<file path="config.mk">
export PLATFORM = sky130hd
export DESIGN_NAME = hazard_forward_unit
export DESIGN_NICKNAME = d
export VERILOG_FILES = /design/src/rtl/hazard_forward_unit.sv
export SDC_FILE = /design/constraint.sdc
export NUM_CORES = 1
export LEC_CHECK = 0
export BUFFER_PORTS_ARGS = -buffer_cell sky130_fd_sc_hd__buf_2
export CAP_MARGIN = 25
export CORE_MARGIN = 5
export CORE_UTILIZATION = 32
export CTS_BUF_LIST = sky130_fd_sc_hd__clkbuf_4 sky130_fd_sc_hd__clkbuf_8 sky130_fd_sc_hd__clkbuf_16
export CTS_CLUSTER_SIZE = 30
export DETAILED_ROUTE_END_ITERATION = 8
export PLACE_DENSITY = 0.5
export SLEW_MARGIN = 20
export SYNTH_ARGS = -nofsm -noshare
export SYNTH_HDL_FRONTEND = slang
export SYNTH_SLANG_ARGS = --single-unit
</file>
<file path="constraint.sdc">
create_clock -name clk -period 3.23 [get_ports clk]
set_input_delay 0.323 -clock clk [delete_from_list [all_inputs] [get_ports clk]]
set_output_delay 0.323 -clock clk [all_outputs]
set_load 0.005 [all_outputs]
</file>
<file path="src/rtl/hazard_forward_unit.sv">
// Hazard detection and EXE-stage forwarding-select generator for the 5-stage pipeline.
// Compares ID source operands against EXE/MEM destinations and keeps saturating stall statistics.
module hazard_forward_unit #(
    parameter int REG_AW = 4,
    parameter int NSRC   = 3,
    parameter int CNT_W  = 16
) (
    input  logic                     clk,
    input  logic                     rst_n,
    input  logic                     forward_en,
    input  logic                     freeze,
    input  logic [NSRC-1:0]          src_valid,
    input  logic [NSRC*REG_AW-1:0]   src,
    input  logic                     exe_wb_en,
    input  logic                     exe_mem_r_en,
    input  logic [REG_AW-1:0]        exe_dest,
    input  logic                     mem_wb_en,
    input  logic [REG_AW-1:0]        mem_dest,
    input  logic                     stat_clr,
    output logic                     hazard_detected,
    output logic [2*NSRC-1:0]        fwd_sel,
    output logic [CNT_W-1:0]         stall_cycles,
    output logic [CNT_W-1:0]         hazard_events
);

    localparam logic [1:0]       SEL_RF  = 2'b00;
    localparam logic [1:0]       SEL_MEM = 2'b01;
    localparam logic [1:0]       SEL_WB  = 2'b10;
    localparam logic [CNT_W-1:0] CNT_ONE = {{(CNT_W-1){1'b0}}, 1'b1};
    localparam logic [CNT_W-1:0] CNT_MAX = {CNT_W{1'b1}};

    logic [NSRC-1:0]   w_match_exe;
    logic [NSRC-1:0]   w_match_mem;
    logic [2*NSRC-1:0] w_next_sel;
    logic              w_hazard;

    logic [2*NSRC-1:0] r_fwd_sel;
    logic              r_hazard_q;
    logic [CNT_W-1:0]  r_stall_cycles;
    logic [CNT_W-1:0]  r_hazard_events;

    always_comb begin
        w_match_exe = '0;
        w_match_mem = '0;
        for (int i = 0; i < NSRC; i++) begin
            w_match_exe[i] = src_valid[i] & exe_wb_en & (src[i*REG_AW +: REG_AW] == exe_dest);
            w_match_mem[i] = src_valid[i] & mem_wb_en & (src[i*REG_AW +: REG_AW] == mem_dest);
        end
    end

    // With forwarding only a load in EXE cannot be bypassed; without it any pending write stalls.
    always_comb begin
        w_hazard = 1'b0;
        if (forward_en) begin
            w_hazard = |(w_match_exe & {NSRC{exe_mem_r_en}});
        end else begin
            w_hazard = |(w_match_exe | w_match_mem);
        end
    end

    // EXE producer is younger than MEM producer, so it wins when both match.
    always_comb begin
        w_next_sel = '0;
        for (int i = 0; i < NSRC; i++) begin
            if (!forward_en) begin
                w_next_sel[2*i +: 2] = SEL_RF;
            end else if (w_match_exe[i]) begin
                w_next_sel[2*i +: 2] = SEL_MEM;
            end else if (w_match_mem[i]) begin
                w_next_sel[2*i +: 2] = SEL_WB;
            end else begin
                w_next_sel[2*i +: 2] = SEL_RF;
            end
        end
    end

    always_ff @(posedge clk or negedge rst_n) begin
        if (!rst_n) begin
            r_fwd_sel  <= '0;
            r_hazard_q <= 1'b0;
        end else if (!freeze) begin
            r_fwd_sel  <= w_hazard ? '0 : w_next_sel;
            r_hazard_q <= w_hazard;
        end
    end

    always_ff @(posedge clk or negedge rst_n) begin
        if (!rst_n) begin
            r_stall_cycles  <= '0;
            r_hazard_events <= '0;
        end else if (!freeze) begin
            if (stat_clr) begin
                r_stall_cycles  <= '0;
                r_hazard_events <= '0;
            end else if (w_hazard) begin
                if (r_stall_cycles != CNT_MAX) begin
                    r_stall_cycles <= r_stall_cycles + CNT_ONE;
                end
                if (!r_hazard_q && (r_hazard_events != CNT_MAX)) begin
                    r_hazard_events <= r_hazard_events + CNT_ONE;
                end
            end
        end
    end

    assign hazard_detected = w_hazard;
    assign fwd_sel         = r_fwd_sel;
    assign stall_cycles    = r_stall_cycles;
    assign hazard_events   = r_hazard_events;

endmodule

</file>
==> reports/results.ini, run 1 <==
[detailed_routing]
drtIter0Drc=142
wl_per_cell_um=16.65
drc=0
route.antenna.remaining_nets=0
viasPerCell=5.657
wirelength_um=7961
dr_total_vias=2704
firstDrtPassIters=5

[pwr]
p_leak_nw=1.511
fin_total_pwr_mw=1.128
peakVddDrop_v=0.0001296
power.density_nw_per_um2=348.4

[floorplanning]
dieWidth_um=101.2
die_h_um=101.2
num_rows=33
io_pins=70
core-area_um2=8175
die_area_um2=10230
start_util_pct=32.52

[global_route]
grt_pass1_vias=2628
grt_pass1_wl_um=13080
grt_max_degree=49
grt_overflow_total=0
antenna_found_initial=0
track_usage_pct=15.67

[finish]
design_area_um2=3238
drive_gt1_share_pct=24.66
synthToLayoutAreaGrowth_pct=21.79
fillers=869
finish.utilization_pct=39.61
nets=405
antennaDiodeCount=0

[worst_setup_path]
crit_fanout=20
r2r-end=stall_cycles[7]
cp-end-kind=output port
r2r_start=stall_cycles[0]
crit_top_cell=buf_2
ff2ff_path_depth=9
arrival_ps=2390
critPathTopFamily=compound AO/OA/AOI/OAI gates
r2r_slack_ps=780
worstSetupPathType=in -> out
crit_chain=buf_2, inv_1, o211a_1, and4b_1, or3_1, o21ai_2, inv_2, buf_4, buf_2
crit_slowest_cell=o21ai_2
startpoint_type=input pin
crit_buf_inv=5
slowest_delay_ps=660
cp.required_ps=2910

[synth]
synth-xor-area-share_pct=5.929
ys_seq_elements=39
netlist-cell-type-count=52
ys_async_sr_fraction_pct=100.0
synth-simple-area-share_pct=27.06
synth-seq-area-share_pct=36.71
yosys-top-cells-count=dfrtp_1, nand2_1, nand3_1
syn_inst=303
yosysWarnings=0
muxShareOfSynthArea_pct=0
synth_fa_ha_area_share_pct=0.9412
syn_nets=336
synth.avg_cell_area_um2=8.775
synth_top_area_share_pct=36.71
synth_edf_count=0
synth_compound_area_share_pct=24.09
netlist_area_um2=2659
synth-main-ff-cell=dfrtp_1
synth_top_family_by_area=simple AND/OR/NAND/NOR gates
synth_area_leaders=dfrtp_1, nand3_1, xor2_1
synth_top_area_cell=dfrtp_1
yosysMostFrequentCell=dfrtp_1

[sta]
max_freq_mhz=368.7
max-slew-margin-rel_pct=43.60
worst_pin_slew_ps=845.8
holdWs_ps=446.1
tns_ps=0
slew_viol_final=0
rsz0062_at_grt=false
setup_viol=0
hold_viol=0
min_period_ps=2712
min_period_over_period_pct=83.97
skew_ps=8.742

[clock_network]
numClockSinks=39
clk_pin_slew_ps=80
ctsLongestPathBuffers=2
numCtsBuffers=5
root_buffer=clkbuf_8
h-tree-depth=2
cts_tree=built
worstSkewPairLatency_ps=290

[flow_run]
cap_violations=0

[placed_design]
dp_hpwl_um=5571
gp_congestion=0.7568
portBuffers=69
place_area_um2=3119

[hold_path]
hold_path_class=in -> async

[outcome]
status=complete, no violations

-- registers in the layout (all words and copies together), names as in the netlist --
name / cells
fwd_sel: 6
hazard_events: 16
r_hazard_q: 1
stall_cycles: 16
-- worst reg2reg max path: cells and delay by family, from the launching register on --
family          cells  cell delay [ps]
fa+ha+maj           1              250
simple gates        6             1150
flops               1              430
buf+inv             1              160
compound gates      1              350
-- cell type report --
cell class	instances	area, um2	share of cell area, %
inverter	17	63.81	1.971
sequential	39	975.9	30.14
multi-input combinational	230	1543	47.64
clock buffer	7	83.83	2.589
tap	105	131.4	4.057
timing repair buffer	79	435.4	13.45
clock inverter	1	5.005	0.1546
-- metrics by stage --
step                setup slack (ps)  cells
finish                         517.7    478
global route                   370.1    478
CTS                            495.1    476
detailed placement             345.8    468
global placement               381.2    468
floorplan                      820.5    303
-- cell families (layout without fill, tap and decap cells) --
group,Yosys count,count (layout)
adder cells (fa/ha/maj),2,2
XOR/XNOR,18,18
AO/OA/AOI/OAI,75,75
flip-flops,39,39
buffers and inverters,34,104
AND/OR/NAND/NOR,135,135
-- cell usage in the layout, fill, tap and decap left out, types with 3 or more instances in the layout --
cell type,netlist,final
nand4_1,10,10
nand3_1,25,25
a21oi_1,4,4
and3_1,16,16
a32o_1,3,3
and2_1,7,7
xnor2_1,5,5
o211ai_1,12,12
nand2b_1,3,3
nor4_1,6,6
o31ai_1,3,3
buf_4,1,8
nor2b_1,4,4
nor2_1,13,13
buf_2,1,69
a31oi_1,4,4
inv_1,15,15
a41oi_1,3,3
a311oi_1,5,5
or4_1,6,6
nand2_1,30,30
dfrtp_1,39,39
clkbuf_8,0,5
xor2_1,13,13
a221o_1,7,7
nor3_1,7,7
nor3b_1,3,3
o311ai_0,11,11
-- report_power, final --
| part | leakage [nW] | internal, mW | switching (mW) |
|---|---|---|---|
| clock network | 0.0491 | 0.169 | 0.179 |
| logic | 0.923 | 0.0949 | 0.122 |
| registers | 0.539 | 0.519 | 0.0443 |
-- what timing repair did --
item                       4_1_cts  5_1_grt
setup buffers                    0        0
gates resized for setup          0        0
hold endpoints to repair         0       11
hold buffers                     0        1
setup endpoints to repair        0        0
-- per-layer routing --
metal  global-route usage (%)  routed length (um)  vias to the layer above
met3                    2.961                 381                        6
li1                         -                   -                     1314
met4                    3.272                  63                        0
met5                        0                   0                        -
met1                    20.16                3620                     1321
met2                    27.41                3896                       63
-- how the worst max path moves through the flow --
| stage | from | to | slack, ps | depth (start not counted) |
|---|---|---|---|---|
| 6_report | src[1] | hazard_detected | 520 | 9 |
| 5_1_grt | src[1] | hazard_detected | 370 | 9 |
| 4_1_cts | src[1] | hazard_detected | 500 | 9 |
| 3_5_place_dp | src[8] | hazard_events[5] | 350 | 9 |
| 3_3_place_gp | src[8] | hazard_events[5] | 380 | 9 |
| 2_1_floorplan | hazard_events[0] | hazard_events[10] | 820 | 9 |
Note: power is estimated with default switching activity, not from simulation.
==> run 2, diff against run 1 <==
Settings changed: PLACE_DENSITY 0.5 to 0.52.
Clock period 3.23 ns to 2.4 ns, I/O delays scaled along.
==> run 2 against run 1 <==
Compared with the run above:
- critical path depth is the same
- clock skew down 0.74 ps
- final cell count grew 5.2%
- die area stayed put
- hold slack got worse by 65 ps
- non-clock buffer count up 27
- core utilization grew 3.0 points
- register-to-register slack got worse by 610 ps
- clock-buffer cell count decreased by 1
- via count rose by 2.5%
- critical endpoint is now hazard_events[12]
==> reports/results.ini, run 2 (same netlist as run 1, synthesis figures left out) <==
[outcome]
status=complete, no violations

[flow_run]
cap_violations=0

[worst_setup_path]
cp-endpoint=hazard_events[12]
crit_chain=ha_2, and3_4, nor3b_1, and2_1, a31oi_1, buf_4, nand4_1, or4_1, nand3_1
ff2ff_path_depth=9
r2r_start=hazard_events[0]
crit_slowest_cell=or4_1
r2r_slack_ps=170
slowest_delay_ps=490
arrival_ps=2450
cp.required_ps=2620
critPathTopFamily=simple AND/OR/NAND/NOR gates
startpoint=hazard_events[0]
crit_fanout=9
worstSetupPathType=reg -> reg
startpoint_type=flop
r2r-end=hazard_events[12]
cp-end-kind=flop
crit_buf_inv=1
cp.depth=9

[placed_design]
dp_hpwl_um=5971
portBuffers=69
pre_cts_slack_ps=-124.3
gp_congestion=0.8160

[pwr]
p_leak_nw=1.639
power.density_nw_per_um2=441.8
peakVddDrop_v=0.0001921

[hold_path]
hold_path_class=in -> reg
hold_depth=3

[floorplanning]
start_util_pct=32.52
die_area_um2=10230
core-area_um2=8175
die_h_um=101.2
num_rows=33
dieWidth_um=101.2
io_pins=70

[sta]
rsz0062_at_grt=false
max-slew-margin-rel_pct=65.71
min_period_ps=2230
min_period_over_period_pct=92.91
hold_viol=0
setup_ws_ps=170.1
max_freq_mhz=448.4
slew_viol_final=0
setup_viol=0
worst_pin_slew_ps=513.2
holdWs_ps=380.8
skew_ps=7.997

[detailed_routing]
wirelength_um=8076
drc=0
drtIter0Drc=111
wl_per_cell_um=16.06
firstDrtPassIters=4
dr_total_vias=2771
viasPerCell=5.509
route.antenna.remaining_nets=0

[global_route]
antenna_found_initial=0
track_usage_pct=15.85
grt_overflow_total=0
grt_pass1_wl_um=13280
grt_pass1_vias=2746
grt_max_degree=40

[clock_network]
clk_pin_slew_ps=80
h-tree-depth=2
cts_tree=built
numClockSinks=39
ctsLongestPathBuffers=2
numCtsBuffers=5
worstSkewPairLatency_ps=290
root_buffer=clkbuf_8

[finish]
synthToLayoutAreaGrowth_pct=31.11
layout_common_cells=buf_2, dfrtp_1, buf_4
finish.utilization_pct=42.64
nets=432
antennaDiodeCount=0
drive_gt1_share_pct=30.15
layout_commonest_cell=buf_2

## run 2: cell types whose count changed in the layout (fill, tap and decap cells not counted)
cell	previous run	this run
buf_12	1	3
nor3_2	0	1
clkbuf_4	2	1
buf_4	8	32
nor3_1	7	6
ha_2	0	1
and3_1	16	15
ha_1	2	1
buf_16	0	1
and3_4	0	1
clkinv_2	1	0
## run 2: routing by layer
layer  track usage, %  share of wire, %  up-vias
li1                 -                 -     1363
met1            20.85                47     1336
met2            27.36                48       68
met3            2.961               4.3        4
met4            2.965              0.68        0
met5                0                 0        -
## run 2: how the worst min path moves through the flow
stage	startpoint	endpoint	slack, ps
finish	freeze	r_hazard_q	380
global route	freeze	r_hazard_q	400
CTS	rst_n	hazard_events[4]	120
detailed placement	rst_n	hazard_events[15]	440
global placement	rst_n	hazard_events[15]	420
floorplan	rst_n	fwd_sel[0]	-60
## run 2: tightest hold or removal path: cells and delay by family
family                 cells  cell delay [ps]
buffers and inverters      1              220
AND/OR/NAND/NOR            1               90
AO/OA/AOI/OAI              1               70
## run 2: timing repair
item                                    4_1_cts  5_1_grt
endpoints found under the setup margin        0        9
buffers inserted                              0        3
hold buffers                                  0        1
hold endpoints to repair                      0       15
gates resized for setup                       0        3
## run 2: cell type report
| cell class | instances | area [um2] |
|---|---|---|
| fill | 844 | 4690 |
| tap | 105 | 131.4 |
| sequential | 39 | 975.9 |
| timing repair buffer | 106 | 683.2 |
| multi-input combinational | 230 | 1555 |
| inverter | 17 | 63.81 |
| clock buffer | 6 | 76.32 |
## run 2: power by group
group / internal [mW] / total (mW) / leakage, nW / switching, mW
Sequential: 0.699 / 0.748 / 0.539 / 0.0494
Combinational: 0.168 / 0.351 / 1.06 / 0.183
Clock: 0.206 / 0.441 / 0.0406 / 0.235
Total: 1.07 / 1.54 / 1.64 / 0.467
## run 2: stage by stage
step | setup TNS [ps] | instance area, um2 | instances | power [mW]
after floorplan | 0 | 2660 | 303 | 0.9114
after global placement | -428.8 | 3337 | 492 | 1.100
after detailed placement | -912.6 | 3337 | 492 | 1.105
after CTS | 0 | 3413 | 498 | 1.547
after global routing | 0 | 3486 | 503 | 1.627
final | 0 | 3486 | 503 | 1.540
